<file path="config.mk">
export PLATFORM = sky130hd
export DESIGN_NAME = fetch_unit
export DESIGN_NICKNAME = d
export VERILOG_FILES = /design/src/rtl/fetch_unit.sv
export SDC_FILE = /design/constraint.sdc
export NUM_CORES = 1
export LEC_CHECK = 0
export ABC_AREA = 1
export CORE_MARGIN = 2
export CORE_UTILIZATION = 30
export DETAILED_ROUTE_END_ITERATION = 10
export GPL_TIMING_DRIVEN = 0
export PLACE_DENSITY = 0.59
export SYNTH_ARGS = -nofsm -noshare
export SYNTH_HDL_FRONTEND = slang
export SYNTH_SLANG_ARGS = --single-unit
</file>
<file path="constraint.sdc">
create_clock -name clk -period 3.48 [get_ports clk]
set_input_delay 1.044 -clock clk [delete_from_list [all_inputs] [get_ports clk]]
set_output_delay 1.044 -clock clk [all_outputs]
set_load 0.01 [all_outputs]
</file>
<file path="src/rtl/fetch_unit.sv">
// Instruction fetch unit: issues word-aligned fetches, buffers up to two returned
// words for the decoder, and flushes/refetches on redirect while draining stale responses.
module fetch_unit #(
    parameter logic [31:0] RESET_PC = 32'h0000_0000
) (
    input  logic        clk,
    input  logic        rst,
    output logic        imem_req_valid,
    output logic [31:0] imem_req_addr,
    input  logic        imem_req_ready,
    input  logic        imem_rsp_valid,
    input  logic [31:0] imem_rsp_data,
    input  logic        redirect_valid,
    input  logic [31:0] redirect_pc,
    output logic        instr_valid,
    output logic [31:0] instr,
    output logic [31:0] instr_pc,
    input  logic        instr_ready
);

    typedef enum logic [1:0] {
        IDLE,
        FETCH,
        DRAIN
    } state_t;

    state_t      state;
    state_t      state_next;
    logic [31:0] fetch_pc;
    logic [1:0]  outstanding;
    logic [1:0]  stale_cnt;
    logic [1:0]  stale_next;
    logic [1:0]  buf_count;
    logic        head;
    logic        tail;
    logic [31:0] buf_data [2];
    logic [31:0] buf_pc   [2];

    logic        pop;
    logic        rsp;
    logic        req_fire;
    logic        buf_wr;
    logic [2:0]  occupancy;
    logic [31:0] rsp_pc;
    logic [31:0] redirect_target;

    // In FETCH every in-flight request is live and consecutive, so the oldest one
    // (the next to return) sits outstanding words behind fetch_pc.
    always_comb begin
        instr_valid     = (buf_count != 2'd0);
        instr           = buf_data[head];
        instr_pc        = buf_pc[head];
        pop             = instr_valid && instr_ready;
        rsp             = imem_rsp_valid && (outstanding != 2'd0);
        occupancy       = {1'b0, buf_count} + {1'b0, outstanding} - {2'b00, pop};
        imem_req_valid  = (state == FETCH) && !redirect_valid && (occupancy < 3'd2);
        imem_req_addr   = fetch_pc;
        req_fire        = imem_req_valid && imem_req_ready;
        rsp_pc          = fetch_pc - {28'd0, outstanding, 2'b00};
        buf_wr          = (state == FETCH) && rsp && !redirect_valid;
        tail            = head ^ buf_count[0];
        redirect_target = redirect_pc & 32'hFFFF_FFFC;

        state_next = state;
        stale_next = stale_cnt;
        case (state)
            IDLE: state_next = FETCH;
            FETCH: begin
                if (redirect_valid) begin
                    stale_next = outstanding - {1'b0, rsp};
                    if (stale_next != 2'd0) begin
                        state_next = DRAIN;
                    end
                end
            end
            DRAIN: begin
                stale_next = stale_cnt - {1'b0, rsp};
                if (stale_next == 2'd0) begin
                    state_next = FETCH;
                end
            end
            default: state_next = IDLE;
        endcase
    end

    always_ff @(posedge clk) begin
        if (rst) begin
            state       <= IDLE;
            fetch_pc    <= RESET_PC;
            outstanding <= 2'd0;
            stale_cnt   <= 2'd0;
            buf_count   <= 2'd0;
            head        <= 1'b0;
            for (int i = 0; i < 2; i++) begin
                buf_data[i] <= 32'h0;
                buf_pc[i]   <= 32'h0;
            end
        end else begin
            state       <= state_next;
            stale_cnt   <= stale_next;
            outstanding <= outstanding + {1'b0, req_fire} - {1'b0, rsp};

            if (redirect_valid) begin
                fetch_pc <= redirect_target;
            end else if (req_fire) begin
                fetch_pc <= fetch_pc + 32'd4;
            end

            if (buf_wr) begin
                buf_data[tail] <= imem_rsp_data;
                buf_pc[tail]   <= rsp_pc;
            end

            if (pop) begin
                head <= ~head;
            end

            // A flush wins over any same-cycle write or pop.
            if (redirect_valid) begin
                buf_count <= 2'd0;
            end else begin
                buf_count <= buf_count + {1'b0, buf_wr} - {1'b0, pop};
            end
        end
    end

    ap_no_overflow: assert property (@(posedge clk) disable iff (rst)
        !(buf_wr && (buf_count == 2'd2) && !pop));

endmodule
</file>
# ---- Word level (Yosys, flattened, before mapping)
# Memories as Yosys holds them, arrays and structs flattened. A register that Yosys moved wholly into a read port is not among the register bits.
# Index checks and enable logic that the tools add are counted.
dict set report word_totals {
  ff_bits 41
  mem_bits_rw 128
  input_bits 70
  output_inout_bits 98
  word_cells 70
  n_memories 2
}
# name words width rd rd_ports_with_merged_regs wr line
set mem_list {}
lappend mem_list {buf_data 2 32 1 1 2 36} ;# logic [31:0] buf_data [2];
lappend mem_list {buf_pc 2 32 1 1 2 37} ;# logic [31:0] buf_pc [2];
dict set report classes {
  n_addsub 10
  n_lt_le_gt_ge 1
  eq_ne 5
  mux 23
  n_bitwise 2
  reduce_logical 20
}
# op count
set op_table {}
lappend op_table {{$mux W32} 4}
lappend op_table {{$reduce_or A32 Y1} 2}
lappend op_table {{$add A32 B3 Y32 const B} 1}
lappend op_table {{$sub A32 B4 Y32} 1}
lappend op_table {{$mux W1} 13}
lappend op_table {{$reduce_bool A2 Y1} 5}
lappend op_table {{$mux W2} 4}
lappend op_table {{$sub A2 B1 Y2} 4}
lappend op_table {{$logic_and A1 B1 Y1} 7}
lappend op_table {{$pmux W2 S3} 1}
lappend op_table {{$add A2 B1 Y2} 2}
lappend op_table {{$logic_not A2 Y1} 2}
lappend op_table {{$ne A2 B2 Y1 const B} 2}
lappend op_table {{$pmux W2 S2} 1}
lappend op_table {{$add A2 B2 Y3} 1}
lappend op_table {{$lt A3 B2 Y1 const B} 1}
lappend op_table {{$reduce_and A3 Y1} 1}
lappend op_table {{$sub A3 B1 Y3} 1}
lappend op_table {{$eq A2 B1 Y1 const B} 1}
lappend op_table {{$eq A2 B2 Y1 const B} 1}
lappend op_table {{$ne A2 B1 Y1 const B} 1}
lappend op_table {{$reduce_and A2 Y1} 1}
lappend op_table {{$reduce_or A2 Y1} 1}
lappend op_table {{$logic_not A1 Y1} 1}
lappend op_table {{other kinds (2)} 2}

# ---- Logic depth before layout (Yosys ltp)
dict set report depth {
  word_depth 9
  ltp_mapped 20
  ltp_nobuf 19
}

# ---- Least setup slack after synthesis
# No wires, ideal clock.
dict set report synth_timing {
  kind {input -> register}
  startpoint {input port redirect_valid}
  endpoint {memory buf_data[1][0] (enable)}
  setup_time_ns 0.421
  t_arrival_ns 3.170
  required_time_ns 3.059
  slack_ns -0.111
  stages 9
  path_buffers 2
  path_cell_list {inv_2 nand2_4 inv_1 nand2_1 inv_2 nand3b_1 buf_2 buf_2 nand2_1}
}
# item line
set synth_rtl {}
lappend synth_rtl {{start, declared} 13} ;# input logic redirect_valid,
lappend synth_rtl {{end, declared} 36}

# ---- Worst setup path in the final report
dict set report layout_timing {
  startpoint {input port instr_ready}
  endpoint {register buf_count[1]}
}
dict set report layout_between {
  elab_chain_len 2
}
# item line
set layout_rtl {}
lappend layout_rtl {{start, declared} 18} ;# input logic instr_ready
lappend layout_rtl {{$logic_and A1 B1 Y1} 53} ;# pop = instr_valid && instr_ready;
lappend layout_rtl {{$sub A2 B1 Y2} 122} ;# buf_count <= buf_count + {1'b0, buf_wr} - {1'b0, pop};
lappend layout_rtl {{end signal, assigned} 122}
lappend layout_rtl {{end, declared} 33} ;# logic [1:0] buf_count;
# No other way between the ends.
# A chain may end at the register's enable or synchronous reset.

==> results.tsv <==
stage	metric	value	unit
timing	clock.fmax	294.3	MHz
yosys	synth_cells	983	
worst_hold_path	holdPathStages	3	
detailed_routing	ant_nets	0	
critical_path	critical_path_required	3840	ps
critical_path	reg2reg_from	buf_count[1]	
yosys	ys_types	37	
yosys	yosys-top-cells-area	edfxtp_1 43%, dfxtp_1 9.2%, nor2_1 8.7%	
detailed_routing	via_per_inst	4.584	
grt	grt.overflow.total	0	
job	drv_cap	0	
worst_hold_path	hold_end	state[0]	
detailed_routing	drc	0	
yosys	yosysTopAreaCell	edfxtp_1	
timing	tns	0	ps
grt	grt_max_degree	63	
timing	slew_violations	0	
floorplan	initial_core_util	30.49	%
clocking	cts_sinks	164	
finish	drive_gt1_share	15.79	%
yosys	synth_seq_cells	164	
critical_path	r2r_end	buf_count[1]	
grt	antenna_found_initial	0	
yosys	synth_top_flop_cell	edfxtp_1	
clocking	htreeDepth	4	
timing	tightest_slew	1062	ps
clocking	cts_made_buffers	17	
timing	relSlewSlack	29.21	%
clocking	clkLatencyLatePin	430	ps
grt	grt_pass1_vias	6995	
floorplan	ioPinCount	168	
worst_hold_path	min-delay-start	state[0]	
timing	setup_viol	0	
floorplan	core	28700	um2
finish	final_nets	1265	
floorplan	dieWidth	174.8	um
clocking	clock_path_buffers	2	
clocking	cts_root_buf	clkbuf_16	
critical_path	crit_type	in -> reg	
clocking	clk_pin_slew_worst_paths	80	ps
finish	layout_common_cells	202 x nor2_1, 168 x nand2_1, 159 x clkdlybuf4s50_1	
critical_path	cp_max_fo	2	
placed_design	gp_congestion	0.9298	
power_and_ir_drop	irDropWorstVdd	370.6	uV
yosys	synthArstFlopShare	0	%
critical_path	rrSetupSlack	160	ps
worst_hold_path	hp-class	reg -> reg	
power_and_ir_drop	p_leak	4.673	nW
detailed_routing	wirelength	25.11	mm
detailed_routing	first_pass_iters	5	
finish	nFillCells	2869	
finish	diodes	0	
critical_path	cp-start-kind	primary input	
critical_path	critPathLaunch	instr_ready	
detailed_routing	wl_per_cell	15.88	um
critical_path	r2r_cells	25	
detailed_routing	drt-initial-drc-count	469	
placed_design	io_buffer_count	161	
critical_path	cp.arrival	3750	ps
power_and_ir_drop	power_per_cell_area	463.7	nW/um2
placed_design	dpl.hpwl	18.17	mm
detailed_routing	num_vias	7247	
yosys	ys.warnings.count	0	
placed_design	postPlaceCellArea	10870	um2
critical_path	endpoint_kind	flop	
timing	period_share	97.63	%
timing	hold_viol_final	0	
finish	final_common_cell	nor2_1	
yosys	synth_top_area_share	42.55	%
clocking	holdBufCountCts	0	
floorplan	die_y	174.8	um
timing	finClkSkew	16.86	ps
finish	syn2layout_area_growth	33.56	%
timing	period_needed	3398	ps
yosys	synth_area	8751	um2
grt	grt_pass1_wl	38.36	mm
floorplan	dieArea	30550	um2
grt	grt_use_total	16.37	%
clocking	cts_tree	built	
yosys	synth-seq-area-share	51.70	%
floorplan	num_rows	62	
status	status	finished, final reports clean	
finish	post-route-cell-area	11690	um2
yosys	avgSynthCellArea	8.902	um2
yosys	synth_edf_count	124	
cell usage after synthesis (2+ instances only):
cell type    n
nor2_1     202
nand4_1      9
nor2_2      11
nand3_1     55
buf_6        4
o21ai_0     22
nand2_4      3
fa_1         2
a31oi_1      9
xor2_1      31
buf_2       18
nand2_1    173
nor3_1       2
clkbuf_1    11
dfxtp_1     40
o21ai_1      9
edfxtp_1   124
buf_1        2
buf_4        8
inv_1      119
a21oi_1     35
xnor2_1      3
nor2_4       3
ha_1         9
mux2_2      62
inv_2        4
nand2_2      3
through the flow:
| stage | power (mW) | setup WS [ps] | std cells | hold WS (ps) | utilization (%) |
|---|---|---|---|---|---|
| 4_1_cts | 5.464 | 16.31 | 1581 | 492.2 | 40.48 |
| 3_3_place_gp | 3.496 | -985.7 | 1531 | 465.4 | 37.83 |
| 2_1_floorplan | 3.028 | 221.9 | 986 | 454.9 | - |
| 6_report | 5.419 | 82.43 | 1581 | 505.9 | 40.72 |
| 3_5_place_dp | 3.515 | -1006 | 1531 | 479.4 | 37.87 |
| 5_1_grt | 5.688 | -29.02 | 1581 | 548.4 | 40.72 |
state kept, by name, summed over array words and instances, names as in the netlist, named ones only:
| register | cells |
|---|---|
| buf_pc | 60 |
| state | 2 |
| head | 1 |
| stale_cnt | 2 |
| buf_count | 2 |
| outstanding | 2 |
| imem_req_addr | 30 |
| buf_data | 64 |
where the power goes:
part / total, mW / switching (mW) / internal (mW)
clock network: 1.90 / 0.873 / 1.02
logic: 1.20 / 0.687 / 0.515
registers: 2.32 / 0.0955 / 2.22
total: 5.42 / 1.65 / 3.76
cell families (layout without fill, tap and decap cells):
| logic type | Yosys count | count (layout) | share of synthesized area [%] |
|---|---|---|---|
| AO/OA/AOI/OAI | 78 | 78 | 4.690 |
| XOR/XNOR | 34 | 34 | 3.403 |
| adder cells (fa/ha/maj) | 11 | 11 | 1.744 |
| buffers and inverters | 166 | 377 | 8.064 |
| flip-flops | 164 | 164 | 51.70 |
| multiplexers | 62 | 62 | 7.978 |
| other | 1 | 4 | 0.04285 |
| AND/OR/NAND/NOR | 467 | 467 | 22.38 |
how the worst max path moves through the flow:
stage,endpoint,slack (ps),depth (start not counted)
floorplan,imem_req_valid,220,8
global placement,imem_req_valid,-990,10
detailed placement,imem_req_valid,-1010,10
CTS,buf_pc[1][26],20,10
global route,buf_count[1],-30,24
finish,buf_count[1],80,24
cell type report:
type	count	area, um2	area share, %
clock inverter	15	168.9	1.445
buffer	42	246.5	2.109
tap	384	480.5	4.111
multi-input combinational	656	3610	30.89
sequential	164	4527	38.73
timing repair buffer	180	1768	15.13
clock buffer	17	425.4	3.640
inverter	123	461.7	3.950
critical path, cell delays in order:
cell     delay [ps]
buf_6            80
nand2_4          40
buf_4           130
buf_4           120
buf_4           130
buf_4           120
buf_4           120
buf_4           120
buf_4           120
buf_4           120
buf_4           120
buf_4           130
buf_6           110
buf_6           100
buf_4           120
buf_4           120
buf_4           120
buf_6           100
nand2_2          60
nand2_2          60
ha_4            160
xor2_2          140
xor2_1          140
nor3_1          150
layer usage:
layer / vias up / global-route usage [%] / routed length (um)
met5: - / 0 / 0
met4: 0 / 4.201 / 367
met3: 26 / 3.046 / 1329
met2: 243 / 26.88 / 11860
met1: 3389 / 22.26 / 11550
li1: 3589 / - / -
what timing repair did:
action                                  CTS  global route
resized for setup                        19            14
buffers inserted                         19             0
endpoints found under the hold margin     0             0
endpoints found under the setup margin   58           126
pin swaps                                 4             3
Note: power is estimated with default switching activity, not from simulation.
